===== src/rtl/i2s_aud_rx_if.sv =====
// Output bundle of the I2S receiver: one left/right sample pair plus event strobes and debug taps.
// aud_vld is a one-cycle strobe with no ready: the consumer must take lft_aud/rht_aud on the pulse; both hold until the next pulse.
interface i2s_aud_rx_if;
    logic [15:0] lft_aud;
    logic [15:0] rht_aud;
    logic        aud_vld;
    logic        frm_err;
    logic [1:0]  dbg_state;
    logic [2:0]  dbg_pins;

    modport master (output lft_aud, rht_aud, aud_vld, frm_err, dbg_state, dbg_pins);
    modport slave  (input  lft_aud, rht_aud, aud_vld, frm_err, dbg_state, dbg_pins);
endinterface


===== src/rtl/i2s_aud_rx.sv =====
// I2S receiver: synchronizes SCLK/LRCLK/SDATA into clk and deserializes
// 16-bit MSB-first left/right words into a paired output with a valid strobe.
module i2s_aud_rx (
    input  logic          clk,
    input  logic          rst_n,
    input  logic          sclk,
    input  logic          lrclk,
    input  logic          sdata,
    i2s_aud_rx_if.master  aud
);

    typedef enum logic [1:0] {SYNC = 2'd0, LFT = 2'd1, RHT = 2'd2} state_t;

    // Index 0 = s1, 1 = s2, 2 = s3
    logic [2:0]  sclk_sync, lrclk_sync, sdata_sync;
    state_t      state, state_nxt;
    logic [4:0]  bit_cnt, cnt_nxt;
    logic [15:0] shreg, shreg_nxt;
    logic [15:0] lft_hold, hold_nxt;
    logic [15:0] lft_q, lft_nxt;
    logic [15:0] rht_q, rht_nxt;
    logic        vld_q, vld_nxt;
    logic        err_q, err_nxt;
    logic        ws_prev;

    logic        rise, ws, bit_in, can_shift, trans;
    logic [4:0]  post_cnt;
    logic [15:0] post_sh;

    always_ff @(posedge clk or negedge rst_n) begin
        if (!rst_n) begin
            sclk_sync  <= 3'b000;
            lrclk_sync <= 3'b000;
            sdata_sync <= 3'b000;
        end else begin
            sclk_sync  <= {sclk_sync[1:0], sclk};
            lrclk_sync <= {lrclk_sync[1:0], lrclk};
            sdata_sync <= {sdata_sync[1:0], sdata};
        end
    end

    assign rise   = sclk_sync[1] & ~sclk_sync[2];
    assign ws     = lrclk_sync[1];
    assign bit_in = sdata_sync[1];
    assign trans  = (ws != ws_prev);

    // The LSB of a word arrives on the first rise of the next slot, so the
    // shift is applied before the end-of-slot count check.
    assign can_shift = (bit_cnt < 5'd16);
    assign post_cnt  = can_shift ? (bit_cnt + 5'd1) : bit_cnt;
    assign post_sh   = can_shift ? {shreg[14:0], bit_in} : shreg;

    always_comb begin
        state_nxt = state;
        cnt_nxt   = bit_cnt;
        shreg_nxt = shreg;
        hold_nxt  = lft_hold;
        lft_nxt   = lft_q;
        rht_nxt   = rht_q;
        vld_nxt   = 1'b0;
        err_nxt   = 1'b0;
        if (rise) begin
            case (state)
                SYNC: begin
                    if (ws_prev && !ws) begin
                        cnt_nxt   = 5'd0;
                        state_nxt = LFT;
                    end
                end
                LFT: begin
                    shreg_nxt = post_sh;
                    cnt_nxt   = post_cnt;
                    if (trans) begin
                        if (post_cnt == 5'd16) begin
                            hold_nxt  = post_sh;
                            cnt_nxt   = 5'd0;
                            state_nxt = RHT;
                        end else begin
                            err_nxt   = 1'b1;
                            state_nxt = SYNC;
                        end
                    end
                end
                RHT: begin
                    shreg_nxt = post_sh;
                    cnt_nxt   = post_cnt;
                    if (trans) begin
                        // A short right slot still ends on a valid left start.
                        if (post_cnt == 5'd16) begin
                            lft_nxt = lft_hold;
                            rht_nxt = post_sh;
                            vld_nxt = 1'b1;
                        end else begin
                            err_nxt = 1'b1;
                        end
                        cnt_nxt   = 5'd0;
                        state_nxt = LFT;
                    end
                end
                default: state_nxt = SYNC;
            endcase
        end
    end

    always_ff @(posedge clk or negedge rst_n) begin
        if (!rst_n) begin
            state    <= SYNC;
            bit_cnt  <= 5'd0;
            shreg    <= 16'd0;
            lft_hold <= 16'd0;
            lft_q    <= 16'd0;
            rht_q    <= 16'd0;
            ws_prev  <= 1'b1;
            vld_q    <= 1'b0;
            err_q    <= 1'b0;
        end else begin
            state    <= state_nxt;
            bit_cnt  <= cnt_nxt;
            shreg    <= shreg_nxt;
            lft_hold <= hold_nxt;
            lft_q    <= lft_nxt;
            rht_q    <= rht_nxt;
            vld_q    <= vld_nxt;
            err_q    <= err_nxt;
            if (rise) ws_prev <= ws;
        end
    end

    assign aud.lft_aud   = lft_q;
    assign aud.rht_aud   = rht_q;
    assign aud.aud_vld   = vld_q;
    assign aud.frm_err   = err_q;
    assign aud.dbg_state = state;
    assign aud.dbg_pins  = {sclk_sync[2], lrclk_sync[2], sdata_sync[2]};

endmodule


===== src/flat_wrapper.sv =====
// flat-port wrapper written by rule: the top's interface ports become plain ports
module i2s_aud_rx_flat 
  (clk, rst_n, sclk, lrclk, sdata, aud_lft_aud, aud_rht_aud, aud_aud_vld, aud_frm_err, aud_dbg_state, aud_dbg_pins);
  i2s_aud_rx_if aud_i ();
  input  logic clk;
  input  logic rst_n;
  input  logic sclk;
  input  logic lrclk;
  input  logic sdata;
  output wire logic [$bits(aud_i.lft_aud)-1:0] aud_lft_aud;
  output wire logic [$bits(aud_i.rht_aud)-1:0] aud_rht_aud;
  output wire logic [$bits(aud_i.aud_vld)-1:0] aud_aud_vld;
  output wire logic [$bits(aud_i.frm_err)-1:0] aud_frm_err;
  output wire logic [$bits(aud_i.dbg_state)-1:0] aud_dbg_state;
  output wire logic [$bits(aud_i.dbg_pins)-1:0] aud_dbg_pins;
  assign aud_lft_aud = aud_i.lft_aud;
  assign aud_rht_aud = aud_i.rht_aud;
  assign aud_aud_vld = aud_i.aud_vld;
  assign aud_frm_err = aud_i.frm_err;
  assign aud_dbg_state = aud_i.dbg_state;
  assign aud_dbg_pins = aud_i.dbg_pins;
  i2s_aud_rx u_core (.clk(clk), .rst_n(rst_n), .sclk(sclk), .lrclk(lrclk), .sdata(sdata), .aud(aud_i));
endmodule

===== config.mk =====
export PLATFORM = sky130hd
export DESIGN_NAME = i2s_aud_rx_flat
export DESIGN_NICKNAME = d
export VERILOG_FILES = /design/src/rtl/i2s_aud_rx_if.sv /design/src/rtl/i2s_aud_rx.sv /design/src/flat_wrapper.sv
export SDC_FILE = /design/constraint.sdc
export NUM_CORES = 1
export LEC_CHECK = 0
export ABC_AREA = 1
export ABC_CLOCK_PERIOD_IN_PS = 3060
export BUFFER_PORTS_ARGS = -buffer_cell sky130_fd_sc_hd__buf_2
export CORE_AREA = 4 4 95 97
export CTS_BUF_LIST = sky130_fd_sc_hd__clkbuf_4 sky130_fd_sc_hd__clkbuf_8
export CTS_CLUSTER_DIAMETER = 30
export DETAILED_ROUTE_END_ITERATION = 10
export DIE_AREA = 0 0 99 101
export SETUP_SLACK_MARGIN = 0.1
export SKIP_LAST_GASP = 1
export SYNTH_ARGS = -nofsm -noshare
export SYNTH_HDL_FRONTEND = slang
export SYNTH_SLANG_ARGS = --single-unit
export TNS_END_PERCENT = 5

===== constraint.sdc =====
create_clock -name clk -period 3.06 [get_ports clk]
set_clock_uncertainty 0.2 [all_clocks]
set_input_delay 0.612 -clock clk [delete_from_list [all_inputs] [get_ports clk]]
set_output_delay 0.612 -clock clk [all_outputs]
set_load 0.05 [all_outputs]

# Word-level counts from Yosys, hierarchy flattened

Index checks and enable logic that the tools add are counted.

Flip-flop bits (word level): 83
Word-level logic and storage cells: 53

Bitwise gates (word level): 2
Mux-type cells: 20
$add $sub $neg: 1
Reductions and logical operators: 10
$lt $le $gt $ge: 1
Equality and inequality tests: 7

Operators by type and width:

| cell                                           | count |
|---|---|
| two-way mux 5 bit                              | 5 |
| two-way mux 16 bit                             | 1 |
| one-hot mux 5 bit (3 select lines)             | 1 |
| AND reduction 4 bit                            | 3 |
| two-way mux 1 bit                              | 8 |
| two-way mux 2 bit                              | 4 |
| != test 2 x 1 -> 1 bit (second input constant) | 3 |
| one-hot mux 2 bit (3 select lines)             | 1 |
| adder 5 x 1 -> 5 bit (second input constant)   | 1 |
| == test 5 bit (second input constant)          | 1 |
| < comparator 5 bit (second input constant)     | 1 |
| AND reduction 3 bit                            | 1 |
| nonzero test 3 bit                             | 1 |
| == test 2 x 1 -> 1 bit (second input constant) | 1 |
| == test 2 bit (second input constant)          | 1 |
| logical NOT 2 bit                              | 1 |
| AND reduction 2 bit                            | 1 |
| OR reduction 2 bit                             | 1 |
| AND 1 bit                                      | 1 |
| logical AND 1 bit                              | 1 |
| logical NOT 1 bit                              | 1 |
| != test 1 bit                                  | 1 |
| NOT 1 bit                                      | 1 |

# Depth between registers and ports, before layout

Gate-level depths: netlist of run 1.

Depth in word-level cells: 7
Gate-level depth with buffers: 13

# Worst setup path before layout of run 1

OpenSTA, ideal clock, no wires.

Kind: flip-flop to flip-flop
Start: register u_core.state[0], in the netlist u_core.aud.dbg_state[0]
End: register u_core.shreg[10]
Stages on the path, launching flop included: 8
Path slack: 1.017 ns
Arrival: 1.760 ns
Buffers on the path: 1
Cell sequence: dfrtp_1 > inv_1 > ha_1 > inv_1 > nor2_1 > clkbuf_1 > nand2_1 > o21ai_0

Word-level cells in the longest chain between the ends: 3
Elaborated cells between the ends (all ways): 4
Classes of those cells: eq/ne: 2; reduce/logical: 2

RTL lines:

| item                                                    | line              | text |
|---|---|---|
| from (decl)                                             | i2s_aud_rx.sv:16  | `state_t state, state_nxt;` |
| from (signal assigned)                                  | i2s_aud_rx.sv:117 | `state <= state_nxt;` |
| == test 2 x 1 -> 1 bit or == test 2 bit (tied branches) | i2s_aud_rx.sv:63  | `case (state)` |
| OR reduction 2 bit (no source line) *                   | n/a               |  |
| AND reduction 2 bit (no source line) *                  | n/a               |  |
| to (signal assigned)                                    | i2s_aud_rx.sv:119 | `shreg <= shreg_nxt;` |
| to (decl)                                               | i2s_aud_rx.sv:18  | `logic [15:0] shreg, shreg_nxt;` |

Every way passes the cells marked *; elsewhere a longest branch is shown, timed or not.
A chain may end at the register's enable or synchronous reset.

# Worst setup path in the final report of run 1

Start: register u_core.bit_cnt[0]
End: register u_core.rht_q[13], in the netlist u_core.aud.rht_aud[13]

Word-level cells in the longest chain between the ends: 4
Elaborated cells between the ends (all ways): 6
Classes of those cells: add/sub: 1; order compare: 1; eq/ne: 1; mux: 2; reduce/logical: 1

RTL lines:

| item                                                       | line                               | text |
|---|---|---|
| from (decl)                                                | i2s_aud_rx.sv:17                   | `logic [4:0] bit_cnt, cnt_nxt;` |
| from (signal assigned)                                     | i2s_aud_rx.sv:118                  | `bit_cnt <= cnt_nxt;` |
| adder 5 x 1 -> 5 bit or < comparator 5 bit (tied branches) | i2s_aud_rx.sv:50, i2s_aud_rx.sv:49 |  |
| two-way mux 5 bit                                          | i2s_aud_rx.sv:50                   | `assign post_cnt = can_shift ? (bit_cnt + 5'd1) : bit_cnt;` |
| == test 5 bit                                              | i2s_aud_rx.sv:89                   | `if (post_cnt == 5'd16) begin` |
| AND reduction 4 bit (no source line)                       | n/a                                |  |
| to (signal assigned)                                       | i2s_aud_rx.sv:122                  | `rht_q <= rht_nxt;` |
| to (decl)                                                  | i2s_aud_rx.sv:21                   | `logic [15:0] rht_q, rht_nxt;` |

Several ways; a longest one is shown, not always the timed one.

==> metrics.md, run 1 <==
| Metric | Value |
|---|---|
| PD cells | `~570 mW/mm2` |
| First-pass iteration count of the detailed router | `4` |
| CP max stage cell | `dfrtp_1` |
| Gates resized, CTS repair | `0` |
| Post-DP HPWL | `between 4000 and 5000 um` |
| Synthesized area per cell | `between 8 and 9 um2` |
| Global Route Usage Sum | `around 16%` |
| Worst Setup End Kind | `flop` |
| Final hold vios | `0` |
| Via count | `between 2k and 3k` |
| Area of the multi-input gates | `approximately 0.0013 mm2` |
| CTS root buffer | `clkbuf_8` |
| Htree depth | `3` |
| CTS Buf Count | `9` |
| Data required time of the worst path | `approximately 3.1 ns` |
| First-pass GRT wire length | `approximately 13000 um` |
| PnR worst setup slack | `around 0.67 ns` |
| Min-delay worst type | `in -> async` |
| CP arrival | `roughly 2.4 ns` |
| Dpl cell area | `about 0.004 mm2` |
| Setup TNS Final | `0 ns` |
| Startpoint Class | `flop` |
| Worst-skew pair later-pin latency | `around 0.36 ns` |
| Final setup violating endpoints | `0` |
| Yosys warnings | `0` |
| Post-Route WL | `7070 um` |
| CP max FO | `33` |
| Initial Utilization | `about 45%` |
| Least-Margin Pin Slew | `just over 0.7 ns` |
| Grt ovf | `0` |
| Path type of the worst setup path | `reg -> reg` |
| CTS sink cnt | `83` |
| Slew Viols, Final | `0` |
| Max-Slew Margin vs Limit | `52.0%` |
| DIE AREA | `about 0.010 mm2` |
| Post-synth EDFFs | `0` |
| Seq. cell area | `just over 0.002 mm2` |
| Leakage | `around 2.3 nW` |
| Worst vdd ir | `~190 uV` |
| Sequential area share after synthesis | `between 50% and 60%` |
| Design area | `just over 0.004 mm2` |
| Max_cap viols | `0` |
| CTS Buffer Depth | `2` |
| IO buf count | `43` |
| Layout Nets | `about 460` |
| Total power | `around 2.3 mW` |
| Synth Register Bits | `83` |
| Wire per inst | `about 13 um` |
| Postcts setup bufs | `0` |
| CTS Hold Bufs | `0` |
| Ports | `44` |
| Layout cells sized above 1 | `between 10% and 20%` |
| Final period util | `between 70 and 80%` |
| Pin count of the biggest net entering global routing | `slightly below 60` |
| GPL Wtd Cong | `approximately 0.83` |
| Distinct cells, synth | `28` |
| Syn-to-layout area delta | `12.5%` |
| DR iter-0 viols | `180` |
| Critical-path cell list | `ha_1, inv_1, nand2_1, nand2_1, nand2_2, nor2_4, nand3_4, clkinv_2, nand2_4, nand2_1, nand2_1` |
| Outcome | `complete, no violations` |
| Post-Syn Instances | `a little over 400` |
| Worst path max stage delay | `0.41 ns` |
| Reg clk slew, reported paths | `roughly 0.090 ns` |
| Initial antenna violation count | `0` |
| Post-synth top flop | `dfrtp_1` |
| # DRC | `0` |
| Most frequent CP cell | `nand2_1` |
| Ys async rst share | `between 90% and 100%` |
| Net count of the mapped netlist | `420` |
| Die height | `between 100 and 150 um` |
| Filler cell count | `between 700 and 800` |
| Syn Std Cell Area | `~0.0036 mm2` |
| Number of global-route vias before repair | `2619` |
| Max Freq | `between 400 and 500 MHz` |
| Most frequent cells in the layout | `nand2_1, dfrtp_1, nand3_1, buf_2, inv_1` |
| Core area | `between 0.008 and 0.009 mm2` |
| RSZ-0062 raised after global routing | `false` |
| Placement Setup Slack | `approximately 0.67 ns` |
| Commonest non-fill, non-tap cell in the layout | `nand2_1` |
| Final ANT Viol Nets | `0` |
| N_diodes | `0` |
| Vias per cell | `~4.8` |
| Final min period | `2.39 ns` |
| Chip Width | `99 um` |
| Rows | `33` |
| CTS tree | `yes` |
## critical path: cells and delay by family, from the launching register on
| family | cells | cell delay (ns) |
|---|---|---|
| simple gates | 8 | 0.98 |
| flops | 1 | 0.41 |
| buf+inv | 2 | 0.40 |
| fa+ha+maj | 1 | 0.29 |
## per-stage QoR
stage	util [%]	hold slack [ns]	std cells
after global placement	47.9	0.134	540
after global routing	50.4	0.141	556
after detailed placement	47.9	0.137	540
after floorplan	-	0.116	409
after CTS	50.4	0.131	556
final	50.4	0.107	556
## power by group
group | internal (mW) | switching (mW)
Combinational | 0.101 | 0.248
Sequential | 1.16 | 0.0344
Clock | 0.381 | 0.416
Total | 1.64 | 0.698
## logic make-up after synthesis
group,after synthesis,share of synthesized area [%]
simple gates,214,26.2
fa+ha+maj,6,2.06
buf+inv,61,8.10
mux,1,0.309
compound gates,44,6.35
flops,83,57.0
## worst paths after layout
kind / cells past startpoint / end / slack [ns] / start
max in group asynchronous: 2 / u_core.shreg[10] / 1.95 / rst_n
min reg2reg: 0 / u_core.sclk_sync[1] / 0.15 / u_core.sclk_sync[0]
min: 1 / u_core.sdata_sync[2] / 0.11 / rst_n
max reg2reg: 11 / u_core.aud.rht_aud[13] / 0.67 / u_core.bit_cnt[0]
max: 11 / u_core.aud.rht_aud[13] / 0.67 / u_core.bit_cnt[0]
min in group clk: 0 / u_core.sclk_sync[1] / 0.15 / u_core.sclk_sync[0]
## synth_stat cells, drive strengths merged (3+ instances only)
master | count | area (um2)
inv | 38 | 145
buf | 13 | 111
a21oi | 3 | 15.0
nand3 | 54 | 283
ha | 6 | 75.1
dfrtp | 82 | 2050
clkbuf | 9 | 33.8
nand2 | 150 | 581
o22ai | 4 | 25.0
nor2 | 9 | 77.6
o21ai | 35 | 175
## layout make-up
type / instances / area share, %
well taps: 105 / 3.21
multi-input cells: 265 / 31.0
clock inverters: 7 / 1.86
inverters: 39 / 3.66
flip-flops and latches: 83 / 50.7
repair buffers: 48 / 6.53
clock buffers: 9 / 3.02
## layer usage
| metal | up-vias | part of all wire (%) | global-route usage [%] |
|---|---|---|---|
| met5 | - | 0 | 0 |
| met4 | 0 | 1.5 | 5.99 |
| met3 | 8 | 5.7 | 3.74 |
| met2 | 59 | 41 | 22.4 |
| met1 | 1223 | 51 | 22.7 |
| li1 | 1372 | - | - |
## state kept, by name, indices dropped and copies added (netlist names), 2 cells and up
signal	flops
u_core.aud.lft_aud	16
u_core.aud.rht_aud	16
u_core.lft_hold	16
u_core.shreg	16
u_core.bit_cnt	5
u_core.lrclk_sync	3
u_core.sclk_sync	3
u_core.sdata_sync	3
u_core.aud.dbg_state	2
(Power assumes the default switching activity.)
==> run 2: changes to the inputs <==
--- a/config.mk
+++ b/config.mk
@@ -5,14 +5,15 @@
 export SDC_FILE = /design/constraint.sdc
 export NUM_CORES = 1
 export LEC_CHECK = 0
-export ABC_AREA = 1
-export ABC_CLOCK_PERIOD_IN_PS = 3060
+export ABC_AREA = 0
+export ABC_CLOCK_PERIOD_IN_PS = 2080
 export BUFFER_PORTS_ARGS = -buffer_cell sky130_fd_sc_hd__buf_2
-export CORE_AREA = 4 4 95 97
+export CORE_AREA = 4 4 93 95
 export CTS_BUF_LIST = sky130_fd_sc_hd__clkbuf_4 sky130_fd_sc_hd__clkbuf_8
 export CTS_CLUSTER_DIAMETER = 30
 export DETAILED_ROUTE_END_ITERATION = 10
-export DIE_AREA = 0 0 99 101
+export DIE_AREA = 0 0 97 99
+export PLACE_DENSITY = 0.66
 export SETUP_SLACK_MARGIN = 0.1
 export SKIP_LAST_GASP = 1
 export SYNTH_ARGS = -nofsm -noshare
==> constraint.sdc (replaced) <==
create_clock -name clk -period 2.08 [get_ports clk]
set_clock_uncertainty 0.2 [all_clocks]
set_input_delay 0.416 -clock clk [delete_from_list [all_inputs] [get_ports clk]]
set_output_delay 0.416 -clock clk [all_outputs]
set_load 0.05 [all_outputs]
==> run 2 against run 1 <==
Against the previous run:
- the run now ends with setup timing left
- first-iteration DRC count is 81% lower
- worst setup slack worse by 0.99 ns
- critical path depth is 6 lower
- die area is 4.0% lower
- sequential share of layout area is 2.5 points lower
- wire length is 17% lower
- count of clock-buffer cells in the layout stayed put
- fmax is 0.22% lower
- synthesized cell count is 43% lower
==> metrics.md, run 2 <==
| Metric | Value |
|---|---|
| First-pass iteration count of the detailed router | `4` |
| N_diodes | `0` |
| Final ANT Viol Nets | `0` |
| Post-synth EDFFs | `0` |
| CP arrival | `2.43 ns` |
| First-pass GRT wire length | `around 11000 um` |
| DIE AREA | `approximately 0.0096 mm2` |
| IO buf count | `43` |
| Syn Std Cell Area | `between 0.003 and 0.004 mm2` |
| Max Freq | `about 420 MHz` |
| Yosys warnings | `0` |
| PnR worst setup slack | `-0.313 ns` |
| Yosys top cell by area | `dfrtp_1` |
| Startpoint Class | `flop` |
| CTS Buffer Depth | `2` |
| Most frequent cells in the layout | `dfrtp_1, mux2_2, buf_2, buf_4, mux2_4` |
| Layout Nets | `around 320` |
| Initial antenna violation count | `0` |
| Data required time of the worst path | `2.11 ns` |
| RR Startpoint | `u_core.bit_cnt[1]` |
| Worst Setup End Kind | `flop` |
| Distinct cells, synth | `35` |
| Internal | `2.60 mW` |
| GPL Wtd Cong | `between 0.7 and 0.8` |
| Violated checks | `setup timing` |
| Reg2reg path depth | `5` |
| Synth cell count leaders | `dfrtp_1, mux2_2, mux2_4` |
| Cells after DPL | `roughly 400` |
| Worst vdd ir | `496 uV` |
| Clk pwr share | `about 32%` |
| CTS Buf Count | `9` |
| Min-delay worst type | `reg -> reg` |
| CTS sink cnt | `slightly above 80` |
| Commonest non-fill, non-tap cell in the layout | `dfrtp_1` |
| Wire per inst | `roughly 14 um` |
| Net switching power | `about 0.99 mW` |
| Comb power frac | `between 15 and 20%` |
| Max-Slew Margin vs Limit | `~65%` |
| Outcome | `finished, violations left` |
| Seq pwr share | `roughly half` |
| Via count | `between 2k and 2.5k` |
| Slew Viols, Final | `0` |
| Path type of the worst setup path | `reg -> reg` |
| CP max FO | `7` |
| PD cells | `just over 800 mW/mm2` |
| Non-filler instance count after layout | `a little over 400` |
| Final min period | `~2.4 ns` |
| Chip Width | `97 um` |
| Initial Utilization | `45.1%` |
| Min-delay src | `u_core.sclk_sync[0]` |
| Die height | `between 90 and 100 um` |
| Worst r2r dst | `u_core.lft_hold[15]` |
| CTS root buffer | `clkbuf_8` |
| CP endpoint | `u_core.lft_hold[15]` |
| Dpl cell area | `between 0.004 and 0.005 mm2` |
| R2R setup slack | `-0.31 ns` |
| Pin count of the biggest net entering global routing | `56` |
| Reg clk slew, reported paths | `roughly 0.080 ns` |
| Synthesized area per cell | `15.0 um2` |
| Ys async rst share | `100%` |
| Max_cap viols | `0` |
| Post-DP HPWL | `a little over 4000 um` |
| Layout cells sized above 1 | `approximately 57%` |
| Sw Ratio | `about 28%` |
| Synth Register Bits | `83` |
| Htree depth | `3` |
| Most frequent cell after synthesis | `dfrtp_1` |
| Design area | `~0.0043 mm2` |
| Final period util | `115%` |
| Ports | `between 40 and 50` |
| Final setup violating endpoints | `48` |
| Leakage | `between 2 and 2.5 nW` |
| RSZ-0062 raised after global routing | `true` |
| Vias per cell | `between 4 and 5` |
| Worst-skew pair later-pin latency | `roughly 0.36 ns` |
| Synth area leaders | `dfrtp_1, mux2_2, mux2_4` |
| Global Route Usage Sum | `14.3%` |
| Sequential area share after synthesis | `between 50% and 60%` |
| Core area | `around 0.0077 mm2` |
| CTS tree | `yes` |
| Least-Margin Pin Slew | `roughly 0.52 ns` |
| Rows | `32` |
| Post-Syn Instances | `around 230` |
| Yosys top cell area share | `slightly below 60%` |
| Final hold vios | `0` |
| Net count of the mapped netlist | `between 200 and 250` |
| Post-synth top flop | `dfrtp_1` |
| CP Launch Point | `u_core.bit_cnt[1]` |
| DR iter-0 viols | `34` |
| Number of global-route vias before repair | `between 2k and 2.5k` |
| Post-Route WL | `between 5000 and 6000 um` |
| Grt ovf | `0` |
| Syn-to-layout area delta | `23.9%` |
| # DRC | `0` |
## run 2: changes by cell type in the layout (fill, tap and decap cells not counted), sizes merged, moves of 4 or more
cell | previous run | this run
inv | 39 | 8
nand3 | 54 | 3
mux2 | 1 | 81
o21ai | 35 | 5
buf | 48 | 70
dlygate4sd3 | 0 | 4
nor2 | 9 | 0
nand2 | 150 | 7
## run 2: kinds of logic (layout without fill, tap and decap cells)
| kind of cell | after synthesis | in the layout | share of synthesized area, % |
|---|---|---|---|
| DFF | 83 | 83 | 59.6 |
| muxes | 81 | 81 | 27.3 |
| and+or+nand+nor | 25 | 25 | 4.27 |
| buffers and inverters | 18 | 96 | 2.62 |
| AOI/OAI and AO/OA | 16 | 16 | 3.30 |
| adders and majority gates | 6 | 6 | 2.15 |
| xor gates and xnor gates | 3 | 3 | 0.754 |
## run 2: repair_timing
| action | 4_1_cts | 5_1_grt |
|---|---|---|
| setup endpoints to repair | 51 | 54 |
| pin swaps | 0 | 1 |
| endpoints found under the hold margin | 30 | 0 |
| resized for setup | 3 | 4 |
| setup buffers | 1 | 1 |
| hold buffers | 4 | 0 |
## run 2: power by group through the flow
stage	Clock (mW)	Sequential (mW)	Combinational, mW
2_1_floorplan	0	1.86	0.345
3_3_place_gp	0	1.84	0.566
3_5_place_dp	0	1.85	0.579
4_1_cts	1.20	1.82	0.607
5_1_grt	1.28	1.83	0.680
6_report	1.16	1.82	0.616
## run 2: area by class of cell
cell class | instances | area [um2]
multi-input cells | 131 | 1370
clock buffers | 9 | 124
fillers | 644 | 3410
inverters | 6 | 22.5
flip-flops and latches | 83 | 2080
well taps | 102 | 128
repair buffers | 74 | 522
clock inverters | 7 | 75.1
## run 2: through the flow
stage | power (mW) | util (%) | TNS, ns | worst slack (ns) | hold WS (ns)
after floorplan | 2.21 | - | -17.26 | -0.378 | -0.0796
after global placement | 2.41 | 52.1 | -12.84 | -0.338 | 0.133
after detailed placement | 2.43 | 52.1 | -14.93 | -0.385 | 0.136
after CTS | 3.62 | 55.5 | -14.04 | -0.348 | 0.155
after global routing | 3.79 | 55.9 | -16.60 | -0.400 | 0.163
final | 3.59 | 55.9 | -12.25 | -0.313 | 0.152
## run 2: metal layers
metal  track usage [%]  wire [um]  vias up  share of wire [%]
li1                  -          -      971                  -
met1              17.4       2700     1003                 46
met5                 0          0        -                  0
met4              7.88        169        0                2.9
met2              22.9       2820       35                 48
met3              4.25        215       14                3.6
## run 2: worst max-delay path: stages (launching register included)
cell	delay, ns
dfrtp_1	0.40
ha_2	0.30
o41a_4	0.46
or4_4	0.45
buf_8	0.17
mux2_4	0.29
## run 2: worst min path at each step
stage / slack (ns) / end / cells after the start
floorplan: -0.08 / u_core.aud.aud_vld / 0
global placement: 0.13 / u_core.lrclk_sync[1] / 0
detailed placement: 0.14 / u_core.sclk_sync[1] / 0
CTS: 0.16 / u_core.sclk_sync[1] / 0
global route: 0.16 / u_core.sdata_sync[1] / 0
finish: 0.15 / u_core.sclk_sync[1] / 0
==> run 3: changes to the inputs <==
--- a/config.mk
+++ b/config.mk
@@ -5,14 +5,14 @@
 export SDC_FILE = /design/constraint.sdc
 export NUM_CORES = 1
 export LEC_CHECK = 0
-export ABC_AREA = 0
+export ABC_AREA = 1
 export ABC_CLOCK_PERIOD_IN_PS = 2080
 export BUFFER_PORTS_ARGS = -buffer_cell sky130_fd_sc_hd__buf_2
-export CORE_AREA = 4 4 93 95
+export CORE_AREA = 4 4 95 97
 export CTS_BUF_LIST = sky130_fd_sc_hd__clkbuf_4 sky130_fd_sc_hd__clkbuf_8
 export CTS_CLUSTER_DIAMETER = 30
 export DETAILED_ROUTE_END_ITERATION = 10
-export DIE_AREA = 0 0 97 99
+export DIE_AREA = 0 0 99 101
 export PLACE_DENSITY = 0.66
 export SETUP_SLACK_MARGIN = 0.1
 export SKIP_LAST_GASP = 1
==> run 3 against run 2 <==
Against the previous run:
- the run now ends clean
- via count up 36%
- die area up 4.1%
- flip-flop and latch count unchanged
- power down 3.8%
- sequential power down 3%
- worst setup slack better by 0.43 ns
- register-to-register slack better by 0.43 ns
- critical endpoint is now u_core.aud.rht_aud[3]
- largest power group unchanged
- critical path depth up 6
- highest routed layer unchanged
==> metrics.md, run 3 (synthesis results as in run 1) <==
| Metric | Value |
|---|---|
| Post-Route WL | `roughly 7400 um` |
| DR iter-0 viols | `155` |
| Rows | `33` |
| Post-DP HPWL | `about 5000 um` |
| CTS Buffer Depth | `2` |
| Clk pwr share | `around a third` |
| Ports | `44` |
| Chip Width | `99 um` |
| Initial antenna violation count | `0` |
| First-pass iteration count of the detailed router | `4` |
| Final period util | `between 90% and 100%` |
| Comb power frac | `approximately 16%` |
| DIE AREA | `~0.01 mm2` |
| Worst path max stage delay | `about 0.40 ns` |
| Layout cells sized above 1 | `20.6%` |
| Hold path depth | `0` |
| WP depth | `11` |
| Seq pwr share | `roughly half` |
| Max-Slew Margin vs Limit | `roughly two thirds` |
| Non-filler instance count after layout | `570` |
| Final hold vios | `0` |
| IO buf count | `43` |
| Buf/Inv on CP | `2` |
| Outcome | `complete, no violations` |
| Final setup violating endpoints | `0` |
| Htree depth | `3` |
| Core area | `slightly above 0.008 mm2` |
| Max_cap viols | `0` |
| Vias per cell | `between 4 and 5` |
| Critical-path cell list | `ha_1, inv_1, nand2_1, nand2_2, nand2_2, nor2_4, nand3_4, clkinv_4, nand2_4, nand2_1, nand2_1` |
| Least-Margin Pin Slew | `about 0.48 ns` |
| Most frequent CP cell | `nand2_1` |
| # DRC | `0` |
| Area of the multi-input gates | `0.00129 mm2` |
| Slew Viols, Final | `0` |
| First-pass GRT wire length | `roughly 13000 um` |
| Final min period | `1.97 ns` |
| Reg2reg path depth | `11` |
| Most frequent cells in the layout | `nand2_1, dfrtp_1, nand3_1, buf_2, inv_1` |
| Worst-skew pair later-pin latency | `between 0.3 and 0.4 ns` |
| PD cells | `between 800 and 900 mW/mm2` |
| CTS sink cnt | `between 80 and 90` |
| Pin count of the biggest net entering global routing | `34` |
| Via count | `approximately 2.7k` |
| Sw Ratio | `a little under 30%` |
| Grt ovf | `0` |
| Setup TNS Final | `0 ns` |
| Initial Utilization | `44.8%` |
| Net switching power | `1.03 mW` |
| GPL Wtd Cong | `a little under 0.8` |
| Syn-to-layout area delta | `17.6%` |
| Global Route Usage Sum | `between 10% and 20%` |
| CP max FO | `16` |
| Layout Nets | `roughly 470` |
| N_diodes | `0` |
| Max Freq | `approximately 500 MHz` |
| Cells after DPL | `547` |
| Top Family by Delay on Critical Path | `simple AND/OR/NAND/NOR gates` |
| CP arrival | `roughly 2.0 ns` |
| Reg clk slew, reported paths | `0.09 ns` |
| Worst Setup End Kind | `flop` |
| Commonest non-fill, non-tap cell in the layout | `nand2_1` |
| Leakage | `around 2.3 nW` |
| Hold_ws | `about 0.15 ns` |
| Path type of the worst setup path | `reg -> reg` |
| Data required time of the worst path | `about 2.1 ns` |
| Min-delay worst type | `reg -> reg` |
| Seq. cell area | `~0.0021 mm2` |
| Wire per inst | `between 10 and 15 um` |
| Filler cell count | `779` |
| Number of global-route vias before repair | `about 2.6k` |
| Die height | `about 100 um` |
| RSZ-0062 raised after global routing | `true` |
| Worst vdd ir | `~360 uV` |
| CTS root buffer | `clkbuf_8` |
| Final ANT Viol Nets | `0` |
| Internal | `roughly 2.4 mW` |
| Startpoint Class | `flop` |
| Total power | `3.45 mW` |
| CTS Buf Count | `9` |
| CP max stage cell | `dfrtp_1` |
| CTS tree | `yes` |
[run 3: cell count changes in the layout (fill, tap and decap cells not counted), sizes merged, moves of 3 or more]
cell | previous run | this run
o22ai | 1 | 4
nand3 | 3 | 54
nor2 | 0 | 9
mux2 | 81 | 1
clkinv | 2 | 5
o21ai | 5 | 35
nor2b | 3 | 0
inv | 8 | 40
buf | 70 | 57
a21oi | 0 | 3
nor3b | 3 | 0
nand2 | 7 | 151
[run 3: layout make-up]
| cell class | count | share of cell area, % |
|---|---|---|
| Multi-Input combinational cell | 266 | 30.2 |
| Tap cell | 105 | 3.06 |
| Clock inverter | 7 | 1.75 |
| Timing Repair Buffer | 61 | 9.98 |
| Clock buffer | 9 | 2.89 |
| Sequential cell | 83 | 48.5 |
| Inverter | 39 | 3.59 |
[run 3: routing by layer]
metal	track usage, %	wire length, um	vias to the layer above
met5	0	0	-
met4	6.30	126	0
met3	3.60	382	11
met2	23.5	3330	68
met1	22.4	3570	1261
li1	-	-	1406
[run 3: metrics by stage]
stage / area, um2 / util (%) / setup WS [ns]
after CTS: 4250 / 52.2 / 0.113
after global routing: 4290 / 52.7 / 0.0227
after detailed placement: 3970 / 48.8 / 0.0551
final: 4290 / 52.7 / 0.113
after floorplan: 3650 / - / 0.148
after global placement: 3970 / 48.8 / 0.110
[run 3: final timing paths]
kind                                      from                     end  slack (ns)
min                        u_core.sclk_sync[0]     u_core.sclk_sync[1]        0.15
min reg2reg                u_core.sclk_sync[0]     u_core.sclk_sync[1]        0.15
max in group asynchronous                rst_n        u_core.shreg[12]        0.75
min in group asynchronous                rst_n  u_core.aud.lft_aud[14]        0.35
max reg2reg                  u_core.bit_cnt[0]   u_core.aud.rht_aud[3]        0.11
max                          u_core.bit_cnt[0]   u_core.aud.rht_aud[3]        0.11
[run 3: timing repair]
item,in CTS,in global routing
hold buffers,4,0
setup buffers,0,1
endpoints found under the setup margin,32,49
endpoints found under the hold margin,31,0
gates cloned,1,1
gates resized for setup,4,2
pin swaps,0,2
[run 3: power groups by stage]
stage	logic, mW	clock network (mW)	registers [mW]
finish	0.536	1.16	1.76
CTS	0.543	1.20	1.76
detailed placement	0.532	0	1.79
floorplan	0.351	0	1.82
global placement	0.516	0	1.79
global route	0.607	1.27	1.77
